**src/rtl/vec_mem_stage_if.sv**
```systemverilog
// Narrow data-memory beat port between the vector MEM stage (master) and memory (slave).
interface vec_mem_stage_if #(
    parameter int unsigned ADDR_W = 32,
    parameter int unsigned BEAT_W = 64
);
    logic              req;
    logic              we;
    logic [ADDR_W-1:0] addr;
    logic [BEAT_W-1:0] wdata;
    logic              gnt;
    logic              rvalid;
    logic [BEAT_W-1:0] rdata;

    modport master (
        output req, we, addr, wdata,
        input  gnt, rvalid, rdata
    );

    modport slave (
        input  req, we, addr, wdata,
        output gnt, rvalid, rdata
    );
endinterface

```
**src/rtl/vec_mem_stage.sv**
```systemverilog
// Vector MEM stage: splits VEC_W loads/stores into BEAT_W memory beats, stalls upstream
// while busy and registers the MEM/WB bundle.
module vec_mem_stage #(
    parameter int unsigned VEC_W  = 256,
    parameter int unsigned BEAT_W = 64,
    parameter int unsigned ADDR_W = 32
) (
    input  logic               clk,
    input  logic               rst,
    input  logic               ValidM,
    input  logic               PCSrcM,
    input  logic               RegWriteM,
    input  logic               MemWriteM,
    input  logic               MemtoRegM,
    input  logic [VEC_W-1:0]   ALUResultM,
    input  logic [VEC_W-1:0]   WriteDataM,
    input  logic [2:0]         WA3M,
    output logic               StallM,
    vec_mem_stage_if.master    mem,
    output logic               ValidW,
    output logic               PCSrcW,
    output logic               RegWriteW,
    output logic               MemtoRegW,
    output logic [VEC_W-1:0]   ALUOutW,
    output logic [VEC_W-1:0]   ReadDataW,
    output logic [2:0]         WA3W
);
    localparam int unsigned NBEATS = VEC_W / BEAT_W;
    localparam int unsigned CNT_W  = (NBEATS > 1) ? $clog2(NBEATS) : 1;
    localparam logic [CNT_W-1:0]  LAST_BEAT  = CNT_W'(NBEATS - 1);
    localparam logic [ADDR_W-1:0] BEAT_BYTES = ADDR_W'(BEAT_W / 8);
    localparam logic [ADDR_W-1:0] ALIGN_MASK = ~(BEAT_BYTES - ADDR_W'(1));

    localparam logic [1:0] IDLE    = 2'd0;
    localparam logic [1:0] WR_REQ  = 2'd1;
    localparam logic [1:0] RD_REQ  = 2'd2;
    localparam logic [1:0] RD_WAIT = 2'd3;

    logic [1:0]        state_q, state_d;
    logic [CNT_W-1:0]  beat_q, beat_d;
    logic [ADDR_W-1:0] base_q, base_d;
    logic [VEC_W-1:0]  wdata_q, wdata_d;
    logic [VEC_W-1:0]  alu_q, alu_d;
    logic [VEC_W-1:0]  rbuf_q, rbuf_d;
    logic              pcsrc_q, pcsrc_d;
    logic              regwrite_q, regwrite_d;
    logic              memtoreg_q, memtoreg_d;
    logic [2:0]        wa3_q, wa3_d;

    logic              valid_w_q, valid_w_d;
    logic              pcsrc_w_q, pcsrc_w_d;
    logic              regwrite_w_q, regwrite_w_d;
    logic              memtoreg_w_q, memtoreg_w_d;
    logic [VEC_W-1:0]  aluout_w_q, aluout_w_d;
    logic [VEC_W-1:0]  readdata_w_q, readdata_w_d;
    logic [2:0]        wa3_w_q, wa3_w_d;

    logic              last_beat;
    logic              last_done;
    logic [ADDR_W-1:0] beat_addr;

    always_comb begin
        state_d      = state_q;
        beat_d       = beat_q;
        base_d       = base_q;
        wdata_d      = wdata_q;
        alu_d        = alu_q;
        rbuf_d       = rbuf_q;
        pcsrc_d      = pcsrc_q;
        regwrite_d   = regwrite_q;
        memtoreg_d   = memtoreg_q;
        wa3_d        = wa3_q;
        // W stage sees a bubble unless an instruction retires this cycle.
        valid_w_d    = 1'b0;
        pcsrc_w_d    = 1'b0;
        regwrite_w_d = 1'b0;
        memtoreg_w_d = 1'b0;
        aluout_w_d   = aluout_w_q;
        readdata_w_d = readdata_w_q;
        wa3_w_d      = wa3_w_q;
        mem.req      = 1'b0;
        mem.we       = 1'b0;
        mem.addr     = '0;
        mem.wdata    = '0;
        StallM       = 1'b0;
        last_done    = 1'b0;
        last_beat    = (beat_q == LAST_BEAT);
        beat_addr    = base_q + ADDR_W'(beat_q) * BEAT_BYTES;

        case (state_q)
            IDLE: begin
                if (ValidM && (MemWriteM || MemtoRegM)) begin
                    StallM     = 1'b1;
                    base_d     = ALUResultM[ADDR_W-1:0] & ALIGN_MASK;
                    beat_d     = '0;
                    wdata_d    = WriteDataM;
                    alu_d      = ALUResultM;
                    pcsrc_d    = PCSrcM;
                    regwrite_d = RegWriteM;
                    memtoreg_d = MemtoRegM;
                    wa3_d      = WA3M;
                    if (MemWriteM) begin
                        state_d = WR_REQ;
                    end else begin
                        rbuf_d  = '0;
                        state_d = RD_REQ;
                    end
                end else begin
                    valid_w_d    = ValidM;
                    pcsrc_w_d    = ValidM & PCSrcM;
                    regwrite_w_d = ValidM & RegWriteM;
                    memtoreg_w_d = MemtoRegM;
                    aluout_w_d   = ALUResultM;
                    readdata_w_d = '0;
                    wa3_w_d      = WA3M;
                end
            end
            WR_REQ: begin
                mem.req   = 1'b1;
                mem.we    = 1'b1;
                mem.addr  = beat_addr;
                mem.wdata = wdata_q[beat_q*BEAT_W +: BEAT_W];
                if (mem.gnt) begin
                    beat_d = beat_q + 1'b1;
                    if (last_beat) begin
                        last_done = 1'b1;
                        state_d   = IDLE;
                    end
                end
            end
            RD_REQ: begin
                mem.req  = 1'b1;
                mem.addr = beat_addr;
                if (mem.gnt) begin
                    state_d = RD_WAIT;
                end
            end
            RD_WAIT: begin
                if (mem.rvalid) begin
                    rbuf_d[beat_q*BEAT_W +: BEAT_W] = mem.rdata;
                    beat_d = beat_q + 1'b1;
                    if (last_beat) begin
                        last_done = 1'b1;
                        state_d   = IDLE;
                    end else begin
                        state_d = RD_REQ;
                    end
                end
            end
            default: state_d = IDLE;
        endcase

        if (state_q != IDLE) begin
            StallM = !last_done;
        end

        // Retire the latched instruction on the edge of its final beat.
        if (last_done) begin
            valid_w_d    = 1'b1;
            pcsrc_w_d    = pcsrc_q;
            regwrite_w_d = regwrite_q;
            memtoreg_w_d = memtoreg_q;
            aluout_w_d   = alu_q;
            readdata_w_d = (state_q == RD_WAIT) ? rbuf_d : '0;
            wa3_w_d      = wa3_q;
        end
    end

    always_ff @(posedge clk) begin
        if (rst) begin
            state_q      <= IDLE;
            beat_q       <= '0;
            base_q       <= '0;
            wdata_q      <= '0;
            alu_q        <= '0;
            rbuf_q       <= '0;
            pcsrc_q      <= 1'b0;
            regwrite_q   <= 1'b0;
            memtoreg_q   <= 1'b0;
            wa3_q        <= '0;
            valid_w_q    <= 1'b0;
            pcsrc_w_q    <= 1'b0;
            regwrite_w_q <= 1'b0;
            memtoreg_w_q <= 1'b0;
            aluout_w_q   <= '0;
            readdata_w_q <= '0;
            wa3_w_q      <= '0;
        end else begin
            state_q      <= state_d;
            beat_q       <= beat_d;
            base_q       <= base_d;
            wdata_q      <= wdata_d;
            alu_q        <= alu_d;
            rbuf_q       <= rbuf_d;
            pcsrc_q      <= pcsrc_d;
            regwrite_q   <= regwrite_d;
            memtoreg_q   <= memtoreg_d;
            wa3_q        <= wa3_d;
            valid_w_q    <= valid_w_d;
            pcsrc_w_q    <= pcsrc_w_d;
            regwrite_w_q <= regwrite_w_d;
            memtoreg_w_q <= memtoreg_w_d;
            aluout_w_q   <= aluout_w_d;
            readdata_w_q <= readdata_w_d;
            wa3_w_q      <= wa3_w_d;
        end
    end

    assign ValidW    = valid_w_q;
    assign PCSrcW    = pcsrc_w_q;
    assign RegWriteW = regwrite_w_q;
    assign MemtoRegW = memtoreg_w_q;
    assign ALUOutW   = aluout_w_q;
    assign ReadDataW = readdata_w_q;
    assign WA3W      = wa3_w_q;
endmodule

```
**src/flat_wrapper.sv**
```systemverilog
// flat-port wrapper written by rule: the top's interface ports become plain ports
module vec_mem_stage_flat 
#(
    parameter int unsigned VEC_W  = 256,
    parameter int unsigned BEAT_W = 64,
    parameter int unsigned ADDR_W = 32
)
  (clk, rst, ValidM, PCSrcM, RegWriteM, MemWriteM, MemtoRegM, ALUResultM, WriteDataM, WA3M, StallM, ValidW, PCSrcW, RegWriteW, MemtoRegW, ALUOutW, ReadDataW, WA3W, mem_req, mem_we, mem_addr, mem_wdata, mem_gnt, mem_rvalid, mem_rdata);
  vec_mem_stage_if #(.ADDR_W(ADDR_W), .BEAT_W(BEAT_W)) mem_i ();
  input  logic clk;
  input  logic rst;
  input  logic ValidM;
  input  logic PCSrcM;
  input  logic RegWriteM;
  input  logic MemWriteM;
  input  logic MemtoRegM;
  input  logic [VEC_W-1:0] ALUResultM;
  input  logic [VEC_W-1:0] WriteDataM;
  input  logic [2:0] WA3M;
  output logic StallM;
  output logic ValidW;
  output logic PCSrcW;
  output logic RegWriteW;
  output logic MemtoRegW;
  output logic [VEC_W-1:0] ALUOutW;
  output logic [VEC_W-1:0] ReadDataW;
  output logic [2:0] WA3W;
  output wire logic [$bits(mem_i.req)-1:0] mem_req;
  output wire logic [$bits(mem_i.we)-1:0] mem_we;
  output wire logic [$bits(mem_i.addr)-1:0] mem_addr;
  output wire logic [$bits(mem_i.wdata)-1:0] mem_wdata;
  input wire logic [$bits(mem_i.gnt)-1:0] mem_gnt;
  input wire logic [$bits(mem_i.rvalid)-1:0] mem_rvalid;
  input wire logic [$bits(mem_i.rdata)-1:0] mem_rdata;
  assign mem_req = mem_i.req;
  assign mem_we = mem_i.we;
  assign mem_addr = mem_i.addr;
  assign mem_wdata = mem_i.wdata;
  assign mem_i.gnt = mem_gnt;
  assign mem_i.rvalid = mem_rvalid;
  assign mem_i.rdata = mem_rdata;
  vec_mem_stage #(.VEC_W(VEC_W), .BEAT_W(BEAT_W), .ADDR_W(ADDR_W)) u_core (.clk(clk), .rst(rst), .ValidM(ValidM), .PCSrcM(PCSrcM), .RegWriteM(RegWriteM), .MemWriteM(MemWriteM), .MemtoRegM(MemtoRegM), .ALUResultM(ALUResultM), .WriteDataM(WriteDataM), .WA3M(WA3M), .StallM(StallM), .mem(mem_i), .ValidW(ValidW), .PCSrcW(PCSrcW), .RegWriteW(RegWriteW), .MemtoRegW(MemtoRegW), .ALUOutW(ALUOutW), .ReadDataW(ReadDataW), .WA3W(WA3W));
endmodule
```
**config.mk**
```make
export PLATFORM = sky130hd
export DESIGN_NAME = vec_mem_stage_flat
export DESIGN_NICKNAME = d
export VERILOG_FILES = /design/src/rtl/vec_mem_stage_if.sv /design/src/rtl/vec_mem_stage.sv /design/src/flat_wrapper.sv
export SDC_FILE = /design/constraint.sdc
export NUM_CORES = 2
export LEC_CHECK = 0
export ABC_AREA = 0
export BUFFER_PORTS_ARGS = -buffer_cell sky130_fd_sc_hd__buf_4
export CORE_AREA = 2 2 469 471
export CTS_CLUSTER_SIZE = 10
export DETAILED_ROUTE_END_ITERATION = 16
export DIE_AREA = 0 0 471 473
export PLACE_DENSITY = 0.49
export RECOVER_POWER = 100
export SYNTH_ARGS = -nofsm -noshare
export SYNTH_HDL_FRONTEND = slang
export SYNTH_SLANG_ARGS = --single-unit
```
**constraint.sdc**
```tcl
create_clock -name clk -period 3.8 [get_ports clk]
set_input_delay 0.76 -clock clk [delete_from_list [all_inputs] [get_ports clk]]
set_output_delay 0.76 -clock clk [all_outputs]
set_load 0.01 [all_outputs]
```
; Yosys cells after proc, flatten, opt, wreduce, memory -nomap -nowiden
; Index checks and enable logic that the tools add are counted.
; W data, S select, Z words.
[op_classes]
addsub = 3
n_eq_ne = 10
shifts = 3
muxes = 50
bitwise = 2
n_reduce_logical = 12
[ops]
columns = cell, count
row1 = $mux W256, 10
row2 = $pmux W256 S2, 1
row3 = $bwmux W256, 1
row4 = $shift A64 B34 Y256 const A, 1
row5 = $shiftx A256 B9 Y64, 1
row6 = $shiftx A64 B34 Y256, 1
row7 = $mux W64, 1
row8 = $neg A8 Y34, 1
row9 = $add A32 B5 Y32, 1
row10 = $mux W32, 1
row11 = $mux W1, 20
row12 = $mux W2, 10
row13 = $mux W3, 3
row14 = $pmux W2 S4, 1
row15 = $eq A2 B2 Y1 const B, 3
row16 = $ne A2 B1 Y1 const B, 3
row17 = $ne A2 B2 Y1 const B, 3
row18 = $pmux W2 S3, 1
row19 = $reduce_and A5 Y1, 1
row20 = $reduce_and A2 Y1, 2
row21 = $reduce_and A4 Y1, 1
row22 = $reduce_bool A2 Y1, 2
row23 = $reduce_bool A3 Y1, 1
row24 = $add A2 B1 Y2 const B, 1
row25 = 8 further kinds, 9
[word_totals]
regBits = 1326
input_bits = 588
out_inout_bits = 618
elab_cells = 97

; Longest topological paths before layout
[logic_depth]
depth_word = 7
depth_mapped = 11
depth_no_buf = 7

; Least setup slack after synthesis
; Ideal clock, no wire load.
[synth_path]
path_kind = register -> output
start = register u_core.beat_q[1]
end = output mem_addr[31]
arrival_ns = 3.039
setup_slack_ns = 0.001
stages_incl_launch_ff = 10
n_path_buf = 3
cell_sequence = dfxtp_1 -> clkbuf_1 -> clkbuf_1 -> inv_1 -> fa_1 -> nand3b_1 -> or2_2 -> clkbuf_1 -> nor4_1 -> mux2i_1
[synth_via]
elab_chain_cells = 2
[synth_rtl]
columns = element, line_no
row1 = "start, declared", vec_mem_stage.sv:40  ; logic [CNT_W-1:0] beat_q, beat_d;
row2 = "start signal, assigned", vec_mem_stage.sv:190  ; beat_q <= beat_d;
row3 = $add A32 B5 Y32, vec_mem_stage.sv:88  ; beat_addr = base_q + ADDR_W'(beat_q) * BEAT_BYTES;
row4 = $mux W32, vec_mem_stage.sv:90  ; case (state_q)
row5 = "end, declared", flat_wrapper.sv:30  ; output wire logic [$bits(mem_i.addr)-1:0] mem_addr;
; No other way between the ends.

; Worst setup path in the final report
[layout_path]
start = register u_core.beat_q[0]
end = output mem_addr[25]
; The elaborated chain is that of the path after synthesis.

==> summary.md <==
* H-tree Lvls: 4
* HP Class: in -> reg
* Reg-to-Reg Start: u_core.state_q[0]$_SDFFE_PP0P_
* violation count after the first detailed-route iteration: 4237
* Worst Tran Pin Value: 2.12 ns
* ratio of cells with drive above 1 in the final layout: 0.168
* fraction of the yosys area taken by sequential cells: 0.505
* top-count cell post-synth: sky130_fd_sc_hd__nand2_1
* clock transition at the registers of the reported paths: 0.06 ns
* Mean Syn Cell Area: 8.77 µm²
* reported max-cap violation count: 2
* Critical R2R Capture: u_core.wdata_q[181]$_SDFFE_PP0P_
* Max Buffers Root-to-Sink: 3
* Die Height: 473 µm
* maximum clock rate: 0.251 GHz
* clock tree from TritonCTS: done
* horizontal die dimension: 471 µm
* clock buffers created by TritonCTS: 159
* worst slew slack as a fraction of its limit: -0.413
* synthesis warning total: 0
* final worst setup slack: -0.188 ns
* sort of element at the start of the critical path: flip-flop
* count of pins on the block boundary: 1206
* area growth from synthesis to final layout: 29.7%
* quantity of hold-fixing buffers added after cts: 0
* synthesized-area fraction occupied by and/or/nand/nor cells: 0.184
* Leak Pwr: 25.4 nW
* minimum clock period after layout: 3.99 ns
* core footprint: 0.218 mm²
* remaining routing DRC violations: 0
* routability cong.: 0.859
* pin count of the biggest net entering global routing: 178
* Min Hold Slack: 0.197 ns
* launch point of the worst hold path: ALUResultM[155]
* cell count after synthesis: 5861
* NumNets Final: 7353
* residual overflow from global routing: 0
* Wirelength per Cell: 25.6 µm
* number of max-slew violations in the final report: 255
* overall via count from detail_route: 49.8k
* post-synthesis mux area share: 0.0290
* number of core rows: 172
* Final Hold Viols: 0
* Synth top area share: 0.505
* final setup violation count: 10
* post-detail-place hpwl: 169000 µm
* detailed route wirelength on metal2: 111000 µm
* post-synthesis register bit count: 1297
* hold-critical path depth: 3
* final worst clock skew: 0.0413 ns
* number of routed nets with antenna violations: 0
* met1 layer wirelength in the final routing: 102000 µm
* Crit Path Class: reg -> out
* total die area: 0.223 mm²
* area post-placement: 0.0633 mm²
* cell chosen for the clock root: sky130_fd_sc_hd__clkbuf_16
* adder-cell area share of the yosys netlist: 0.00356
* worst reg2reg path depth: 7
* via count of the first global-routing pass: 47.6k
* Main synth FF type: sky130_fd_sc_hd__dfxtp_1
* overall global routing resource usage: 0.212
* final std cell area, no fill: 0.0666 mm²
* Max Fanout on Critical Path: 8
* compound-cell area share of the yosys netlist: 0.227
* drt first pass iters: 6
* uppermost metal layer occupied by signal nets: met5
* Synth top cells by count: 1577 x sky130_fd_sc_hd__nand2_1, 1297 x sky130_fd_sc_hd__dfxtp_1, 540 x sky130_fd_sc_hd__a21oi_1
* antenna violations before repair: 78
* required arrival time at the worst endpoint: 3.04 ns
* crit path DAT: 3.23 ns
* met3 wire length: 25500 µm
* Hold EP: u_core.alu_q[155]$_SDFFE_PP0P_
* Final period util: 1.05
* via density per instance: 5.12
* Synth async-reset ratio: 0
* Post-synth EDFFs: 0
* synth top area cells: sky130_fd_sc_hd__dfxtp_1 51%, sky130_fd_sc_hd__nand2_1 12%, sky130_fd_sc_hd__a21oi_1 5.3%
* area leader, netlist: sky130_fd_sc_hd__dfxtp_1
* Netlist cell types: 51
* unrepaired setup endpoints after global routing: true
* result of the run: finished with violations
* CP Capture Type: primary output
* clk sink count: 1297
* maximum vdd drop: 0.425 mV
* first-pass GRT wire length: 352000 µm
* post-synthesis share of cell area spent on xor and xnor gates: 0.00153
* pwr/cell area: 624 mW/mm²
* Register-to-Register Setup Slack: 0.08 ns
* violations in the final reports: max-capacitance violations, max-slew violations, negative setup slack
* netlist area before placement: 0.0514 mm²
* Starting Density: 0.235
* latest clock arrival within the worst-skew pair: 0.80 ns
* Buffers on Ports: 1202
* largest family of logic cells by synthesized area: compound AO/OA/AOI/OAI gates
* final wirelength: 249000 µm
* Filler cells: 23.3k
## cell usage in the layout, fill, tap and decap left out, types with 4 or more instances in the layout
master / instances
sky130_fd_sc_hd__and3_1: 259
sky130_fd_sc_hd__dfxtp_4: 6
sky130_fd_sc_hd__clkbuf_8: 12
sky130_fd_sc_hd__nand3b_1: 5
sky130_fd_sc_hd__nor2_1: 272
sky130_fd_sc_hd__nand2b_1: 5
sky130_fd_sc_hd__clkbuf_1: 553
sky130_fd_sc_hd__nand4_1: 7
sky130_fd_sc_hd__buf_12: 57
sky130_fd_sc_hd__buf_4: 735
sky130_fd_sc_hd__nor2b_1: 4
sky130_fd_sc_hd__nand3_1: 9
sky130_fd_sc_hd__or4_1: 9
sky130_fd_sc_hd__clkbuf_16: 163
sky130_fd_sc_hd__inv_16: 5
sky130_fd_sc_hd__a21oi_4: 6
sky130_fd_sc_hd__inv_1: 11
sky130_fd_sc_hd__mux4_2: 64
sky130_fd_sc_hd__ha_1: 10
sky130_fd_sc_hd__a221o_1: 256
sky130_fd_sc_hd__dfxtp_1: 1285
sky130_fd_sc_hd__a21oi_1: 533
sky130_fd_sc_hd__xor2_1: 6
sky130_fd_sc_hd__nand2_1: 1576
sky130_fd_sc_hd__buf_6: 16
sky130_fd_sc_hd__a311oi_1: 260
sky130_fd_sc_hd__a211oi_1: 260
sky130_fd_sc_hd__a22oi_1: 256
sky130_fd_sc_hd__nor4_4: 5
sky130_fd_sc_hd__clkinv_2: 6
sky130_fd_sc_hd__diode_2: 34
sky130_fd_sc_hd__dfxtp_2: 6
sky130_fd_sc_hd__o31ai_1: 10
sky130_fd_sc_hd__and2_1: 65
## worst max-delay path by stage
stage | from | to | depth (start not counted)
6_report | u_core.beat_q[0]$_SDFFE_PP0P_ | mem_addr[25] | 8
5_1_grt | u_core.beat_q[0]$_SDFFE_PP0P_ | mem_addr[19] | 9
4_1_cts | u_core.beat_q[0]$_SDFFE_PP0P_ | mem_addr[25] | 8
3_5_place_dp | u_core.beat_q[0]$_SDFFE_PP0P_ | mem_addr[19] | 8
3_3_place_gp | u_core.alu_q[3]$_SDFFE_PP0P_ | mem_addr[19] | 8
2_1_floorplan | u_core.beat_q[1]$_SDFFE_PP0P_ | mem_addr[31] | 9
## power breakdown
group / leakage [nW] / internal [mW] / switching, mW / total (mW)
registers: 10.6 / 15.2 / 0.961 / 16.2
clock network: 2.31 / 8.20 / 6.30 / 14.5
logic: 12.5 / 3.48 / 7.41 / 10.9
total: 25.4 / 26.9 / 14.7 / 41.6
## registers in the layout, summed over array words and instances (netlist names), 3 cells and up
register / flops
u_core.wa3_q: 3
u_core.wdata_q: 256
u_core.alu_q: 256
u_core.ALUOutW: 256
u_core.WA3W: 3
u_core.ReadDataW: 256
u_core.rbuf_q: 256
## worst max-delay path, cell delays in order (launching register included)
cell and delay [ns]:
sky130_fd_sc_hd__dfxtp_4 0.36, sky130_fd_sc_hd__ha_4 0.14, sky130_fd_sc_hd__inv_2 0.04, sky130_fd_sc_hd__fa_2 0.37, sky130_fd_sc_hd__nand3b_1 0.28, sky130_fd_sc_hd__or2_4 0.41, sky130_fd_sc_hd__or4_4 0.46, sky130_fd_sc_hd__a21oi_4 0.23
sky130_fd_sc_hd__buf_6 0.14
## area by class of cell
cell class                 count  area [µm²]  area share
antenna                       34        85.1     0.00128
clock buffer                 206        4340      0.0651
clock inverter                26         409     0.00614
inverter                      13        48.8    0.000733
multi-input combinational   3943       23300       0.349
sequential                  1297       26000       0.390
tap                         2871        3590      0.0539
timing repair buffer        1337        8890       0.133
## logic make-up after synthesis
group           Yosys count
xor+xnor                  9
simple gates           2243
other cells               1
buf+inv                 623
compound gates         1605
mux                      69
fa+ha+maj                14
flops                  1297
## layer usage
layer | track usage | vias to the layer above
li1 | - | 22747
met1 | 0.264 | 24626
met2 | 0.329 | 1975
met3 | 0.0801 | 431
met4 | 0.0818 | 64
met5 | 0 | -
## metrics by stage
stage	TNS, ns	power (mW)	worst slack [ns]	utilization	instances
floorplan	0	22.2	0.000750	-	5863
finish	-1.30	41.6	-0.188	0.305	9727
global placement	0	27.9	0.0177	0.290	9443
detailed placement	0	28.1	0.142	0.290	9443
global route	-25.47	43.5	-0.330	0.305	9706
CTS	-1.50	42.7	-0.201	0.314	9692
## timing repair
item | CTS | global route
gates cloned | 0 | 1
setup buffers | 18 | 2
setup endpoints to repair | 54 | 22
pin swaps | 17 | 7
gates resized for setup | 64 | 17
Note: power is estimated with default switching activity, not from simulation.
